===== src/rtl/bvh_traversal_sequencer.sv =====
// bvh_traversal_sequencer: per-ray BVH walk with a deferred far-child stack.
// Define BVH_TRAV_STATS_EN to add saturating node/leaf statistics outputs.
module bvh_traversal_sequencer #(
    parameter int ADDR_W      = 24,
    parameter int STACK_DEPTH = 8,
    parameter int STAT_W      = 16
) (
    input  logic              clk,
    input  logic              rst,
    input  logic              start_valid,
    output logic              start_ready,
    input  logic [ADDR_W-1:0] root_addr,
    input  logic [2:0]        ray_dir_neg,
    output logic              fetch_valid,
    input  logic              fetch_ready,
    output logic [ADDR_W-1:0] fetch_addr,
    input  logic              resp_valid,
    input  logic [127:0]      resp_word,
    input  logic              resp_hit,
    output logic              leaf_valid,
    input  logic              leaf_ready,
    output logic [19:0]       leaf_prim_index,
    output logic [11:0]       leaf_prim_count,
    output logic              busy,
    output logic              done,
    output logic              overflow
`ifdef BVH_TRAV_STATS_EN
    ,
    output logic [STAT_W-1:0] stat_nodes,
    output logic [STAT_W-1:0] stat_leaves
`endif
);
    localparam int SP_W = $clog2(STACK_DEPTH) + 1;
    typedef enum logic [2:0] {IDLE, FETCH, WAIT, EMIT, POP} state_t;
    state_t state;
    logic [SP_W-1:0] sp;
    logic [ADDR_W-1:0] stack [STACK_DEPTH];
    logic [2:0] dir;
    logic [1:0] axis;
    logic [ADDR_W-1:0] child0, child1, near, far;
    logic [SP_W-1:0] sp_dec;
    logic full, push, is_leaf, empty_leaf;
    logic unused_bbox;
    assign unused_bbox = ^resp_word[127:32];
    // fetch_addr doubles as the current node address
    assign axis       = resp_word[30:29] == 2'd3 ? 2'd0 : resp_word[30:29];
    assign child0     = fetch_addr + ADDR_W'(resp_word[28:15]);
    assign child1     = fetch_addr + ADDR_W'(resp_word[14:0]);
    assign near       = dir[axis] ? child1 : child0;
    assign far        = dir[axis] ? child0 : child1;
    assign sp_dec     = sp - 1'b1;
    assign full       = sp == SP_W'(STACK_DEPTH);
    assign is_leaf    = resp_word[31];
    assign empty_leaf = is_leaf && resp_word[11:0] == 12'd0;
    assign push       = state == WAIT && resp_valid && resp_hit && !is_leaf && !full;
    always_ff @(posedge clk)
        if (push) stack[sp[SP_W-2:0]] <= far;
`ifdef BVH_TRAV_STATS_EN
    always_ff @(posedge clk or posedge rst)
        if (rst) begin
            stat_nodes  <= '0;
            stat_leaves <= '0;
        end else if (state == IDLE && start_valid) begin
            stat_nodes  <= '0;
            stat_leaves <= '0;
        end else begin
            if (state == WAIT && resp_valid) stat_nodes <= stat_nodes + STAT_W'(~&stat_nodes);
            if (state == EMIT && leaf_ready) stat_leaves <= stat_leaves + STAT_W'(~&stat_leaves);
        end
`else
    localparam int unused_stat_w = STAT_W;
`endif
    always_ff @(posedge clk or posedge rst)
        if (rst) begin
            state           <= IDLE;
            sp              <= '0;
            dir             <= '0;
            start_ready     <= 1'b1;
            fetch_valid     <= 1'b0;
            fetch_addr      <= '0;
            leaf_valid      <= 1'b0;
            leaf_prim_index <= '0;
            leaf_prim_count <= '0;
            busy            <= 1'b0;
            done            <= 1'b0;
            overflow        <= 1'b0;
        end else begin
            done <= 1'b0;
            case (state)
                IDLE: if (start_valid) begin
                    fetch_addr  <= root_addr;
                    dir         <= ray_dir_neg;
                    overflow    <= 1'b0;
                    sp          <= '0;
                    fetch_valid <= 1'b1;
                    start_ready <= 1'b0;
                    busy        <= 1'b1;
                    state       <= FETCH;
                end
                FETCH: if (fetch_ready) begin
                    fetch_valid <= 1'b0;
                    state       <= WAIT;
                end
                WAIT: if (resp_valid) begin
                    if (!resp_hit || empty_leaf) state <= POP;
                    else if (is_leaf) begin
                        leaf_prim_index <= {1'b0, resp_word[30:12]};
                        leaf_prim_count <= resp_word[11:0];
                        leaf_valid      <= 1'b1;
                        state           <= EMIT;
                    end else begin
                        if (full) overflow <= 1'b1;
                        else sp <= sp + 1'b1;
                        fetch_addr  <= near;
                        fetch_valid <= 1'b1;
                        state       <= FETCH;
                    end
                end
                EMIT: if (leaf_ready) begin
                    leaf_valid <= 1'b0;
                    state      <= POP;
                end
                POP: if (sp == '0) begin
                    done        <= 1'b1;
                    busy        <= 1'b0;
                    start_ready <= 1'b1;
                    state       <= IDLE;
                end else begin
                    fetch_addr  <= stack[sp_dec[SP_W-2:0]];
                    sp          <= sp_dec;
                    fetch_valid <= 1'b1;
                    state       <= FETCH;
                end
                default: state <= IDLE;
            endcase
        end
endmodule


===== config.mk =====
export PLATFORM = sky130hd
export DESIGN_NAME = bvh_traversal_sequencer
export DESIGN_NICKNAME = d
export VERILOG_FILES = /design/src/rtl/bvh_traversal_sequencer.sv
export SDC_FILE = /design/constraint.sdc
export NUM_CORES = 1
export LEC_CHECK = 0
export CAP_MARGIN = 20
export CORE_MARGIN = 5
export CORE_UTILIZATION = 45
export CTS_BUF_LIST = sky130_fd_sc_hd__clkbuf_8 sky130_fd_sc_hd__clkbuf_16
export CTS_CLUSTER_SIZE = 28
export DETAILED_ROUTE_END_ITERATION = 10
export PLACE_DENSITY = 0.66
export SETUP_SLACK_MARGIN = 0.15
export SLEW_MARGIN = 20
export SYNTH_ARGS = -nofsm -noshare
export SYNTH_HDL_FRONTEND = slang
export SYNTH_SLANG_ARGS = --single-unit

===== constraint.sdc =====
create_clock -name clk -period 9.19 [get_ports clk]
set_input_delay 1.838 -clock clk [delete_from_list [all_inputs] [get_ports clk]]
set_output_delay 1.838 -clock clk [all_outputs]
set_load 0.005 [all_outputs]

==> flow_summary.toml <==
[outcome]
outcome = "complete, no violations"

[clock_tree]
max-clock-path-buffers = 3
clk_pin_slew_ns = 0.06
post_cts_buffers = 0
cts_sinks = 263
cts_tree = "built"
h-tree-depth = 1
cts_resized = 0
ctsHoldBuffers = 0
root_buffer = "clkbuf_16"
numCtsBuffers = 28
clk-insertion-delay-late_ns = 0.54

[logic_synthesis]
netlist_area_um2 = 12500
synth-main-ff-cell = "edfxtp_1"
synth_edf_count = 192
synth_cell_types = 67
synth_cells = 905
yosysWarnings = 0
synth_async_sr_flop_share_pct = 27.0
yosys.area.top_type = "edfxtp_1"
avgSynthCellArea_um2 = 13.8
yosysSeqAreaShare_pct = 60.3
synth_seq_cells = 263
synth_top_area_share_pct = 46.1
syn-num-nets = 1100
synth.area.top_cells = "edfxtp_1, dfrtp_1, mux4_2, mux2_2, ha_1"

[power_and_ir_drop]
p_leak_nw = 5.41
clkPwrFrac_pct = 22.6
peakVddDrop_mv = 0.185
comb_power_share_pct = 42.0
p_switching_w = 0.00193
power_density_nw_per_um2 = 351
p_sw_share_pct = 36.1
pwr-share-seq_pct = 35.4
p_int_w = 0.00341

[floorplan]
fp.dieH_um = 177
die_width_um = 177
start_util_pct = 45.3
fp-row-count = 61
core-area_um2 = 27600
die-area_um2 = 31200
io_pins = 224

[finish]
fin_cells = 1425
fin_nets = 1220
mostFrequentLayoutCell = "edfxtp_1"
layout_common_cells = "edfxtp_1, clkdlybuf4s50_1, nand2_1"
area_growth_pct = 21.6
antennaDiodeCount = 0
fill_cells = 2288
final_layout_size_suffix_gt1_share_pct = 16.1

[grt]
grt.total_usage_pct = 20.1
grt_overflow = 0
grt_pass1_wl_um = 48400
antenna_found_initial = 0
grt_start_max_net_pins = 72
grt_pass1_vias = 8135

[timing]
slew-limit-headroom_pct = 29.2
fin_skew_ns = 0.0129
setup_viol = 0
rsz0062_at_grt = "false"
whs_ns = 0.490
min_period_over_period_pct = 57.7
worst_pin_slew_ns = 1.05
max_clock_freq_mhz = 189
layout_min_cycle_time_ns = 5.30
setup_tns_ns = 0
hold_viol_final = 0
timing.final.max_slew_violations = 0

[route]
via_per_inst = 5.83
drcViolationCount = 0
ant_nets = 0
drt_iter0_drc = 683
dr.pass1.iters = 5
drt-total-wl_um = 32200
dr_total_vias = 8310
avgRoutedWirePerCell_um = 22.6

[setup_path]
endpoint_kind = "flop"
worst_ep_arrival_time_ns = 5.56
path_max_fanout = 8
max_stage_delay_ns = 0.86
cp.required_ns = 9.45
crit_type = "primary input to flop"
start_kind = "primary input"
path_cells = "clkdlybuf4s50_1 -> ha_1 -> fa_1 -> a211oi_1 -> o21ai_0 -> nor4b_1 -> o21a_1 -> o311ai_1 -> nor2_1 -> xor2_1"
slowest_stage = "o311ai_1"

[flow_run]
drv_cap = 0

[placed_design]
dp.cells = 1373
gp_congestion = 0.848
portBuffers = 126
dp_hpwl_um = 20700

[min_path]
min_path_type = "flop to flop"
[critical path, delay by kind of cell]
family | cells | cell delay (ns)
fa+ha+maj | 2 | 0.72
xor+xnor | 1 | 0.47
compound gates | 4 | 1.58
simple gates | 2 | 0.39
buf+inv | 1 | 0.54
[cell families after synthesis]
logic type / count (synthesis) / share of synthesized area [%]
mux: 98 / 13.1
compound gates: 204 / 11.2
buf+inv: 65 / 2.07
other cells: 1 / 0.0300
simple gates: 209 / 7.70
flops: 263 / 60.3
fa+ha+maj: 33 / 3.42
xor+xnor: 32 / 2.24
[metrics by stage]
step	setup WS, ns	total power (W)	utilization [%]	instance area [um2]
after floorplan	4.75	0.00332	-	12500
after global placement	3.46	0.00409	51.5	14200
after detailed placement	3.41	0.00414	51.5	14200
after CTS	3.97	0.00535	55.1	15200
after global routing	3.80	0.00564	55.1	15200
final	3.89	0.00534	55.1	15200
[routing by layer]
metal	wire length [um]	vias to the layer above	global-route usage, %
li1	-	3791	-
met1	14500	4192	28.4
met2	15200	291	33.5
met3	2070	36	3.25
met4	440	0	3.51
met5	0	-	0
[cells in the mapped netlist (3+ instances only)]
| library cell | n |
|---|---|
| mux2_2 | 45 |
| a211oi_1 | 10 |
| nor3_1 | 15 |
| a21oi_1 | 36 |
| nor3b_1 | 3 |
| nand3b_1 | 3 |
| o31a_1 | 3 |
| o31ai_1 | 4 |
| o21bai_1 | 3 |
| o211ai_1 | 9 |
| buf_2 | 8 |
| mux4_2 | 48 |
| a22oi_1 | 5 |
| inv_1 | 16 |
| nand3_1 | 12 |
| a31oi_1 | 9 |
| a22o_1 | 19 |
| mux2i_1 | 5 |
| buf_1 | 5 |
| nand2b_1 | 4 |
| nand2_1 | 82 |
| o21a_1 | 4 |
| nor2_1 | 53 |
| o21ai_0 | 46 |
| and3_1 | 4 |
| dfrtp_1 | 70 |
| or4_1 | 3 |
| ha_1 | 31 |
| xnor2_1 | 16 |
| xor2_1 | 16 |
| nand4_1 | 7 |
| o311ai_0 | 6 |
| a21o_1 | 15 |
| edfxtp_1 | 192 |
| o41a_1 | 3 |
| or3_1 | 10 |
| clkbuf_1 | 34 |
| nor4_1 | 4 |
| a221oi_1 | 10 |
[final cells by class]
class	instances	area, um2	area share [%]
clock buffer	31	753	4.95
clock inverter	21	243	1.59
inverter	16	61.3	0.403
multi-input combinational	577	4790	31.5
sequential	263	7550	49.6
tap	378	473	3.11
timing repair buffer	139	1360	8.93
[state kept, by name, indices dropped and copies added (netlist names)]
name             count
stack              192
leaf_prim_index     19
sp                   4
fetch_addr          24
overflow             1
fetch_valid          1
start_ready          1
done                 1
leaf_valid           1
state                3
dir                  3
busy                 1
leaf_prim_count     12
[power by group through the flow]
stage / clock, W / sequential, W / combinational [W]
2_1_floorplan: 0 / 0.00182 / 0.00150
3_3_place_gp: 0 / 0.00191 / 0.00218
3_5_place_dp: 0 / 0.00191 / 0.00223
4_1_cts: 0.00122 / 0.00189 / 0.00224
5_1_grt: 0.00128 / 0.00192 / 0.00244
6_report: 0.00121 / 0.00189 / 0.00224
[path summary, 6_finish.rpt]
kind                                      startpoint                       to  slack [ns]  cells after the start
setup / recovery                        resp_word[0]   stack[7][20]$_DFFE_PP_        3.89                     10
hold / removal               fetch_valid$_DFFE_PP0P_  fetch_valid$_DFFE_PP0P_        0.49                      2
setup reg to reg           fetch_addr[0]$_DFFE_PP0P_   stack[7][20]$_DFFE_PP_        5.36                      9
hold reg to reg              fetch_valid$_DFFE_PP0P_  fetch_valid$_DFFE_PP0P_        0.49                      2
max in group asynchronous                        rst        sp[0]$_DFFE_PP0P_        6.55                      3
min in group asynchronous                        rst         busy$_DFFE_PP0P_        1.94                      3
No activity file was read; power rests on OpenSTA's default activity.
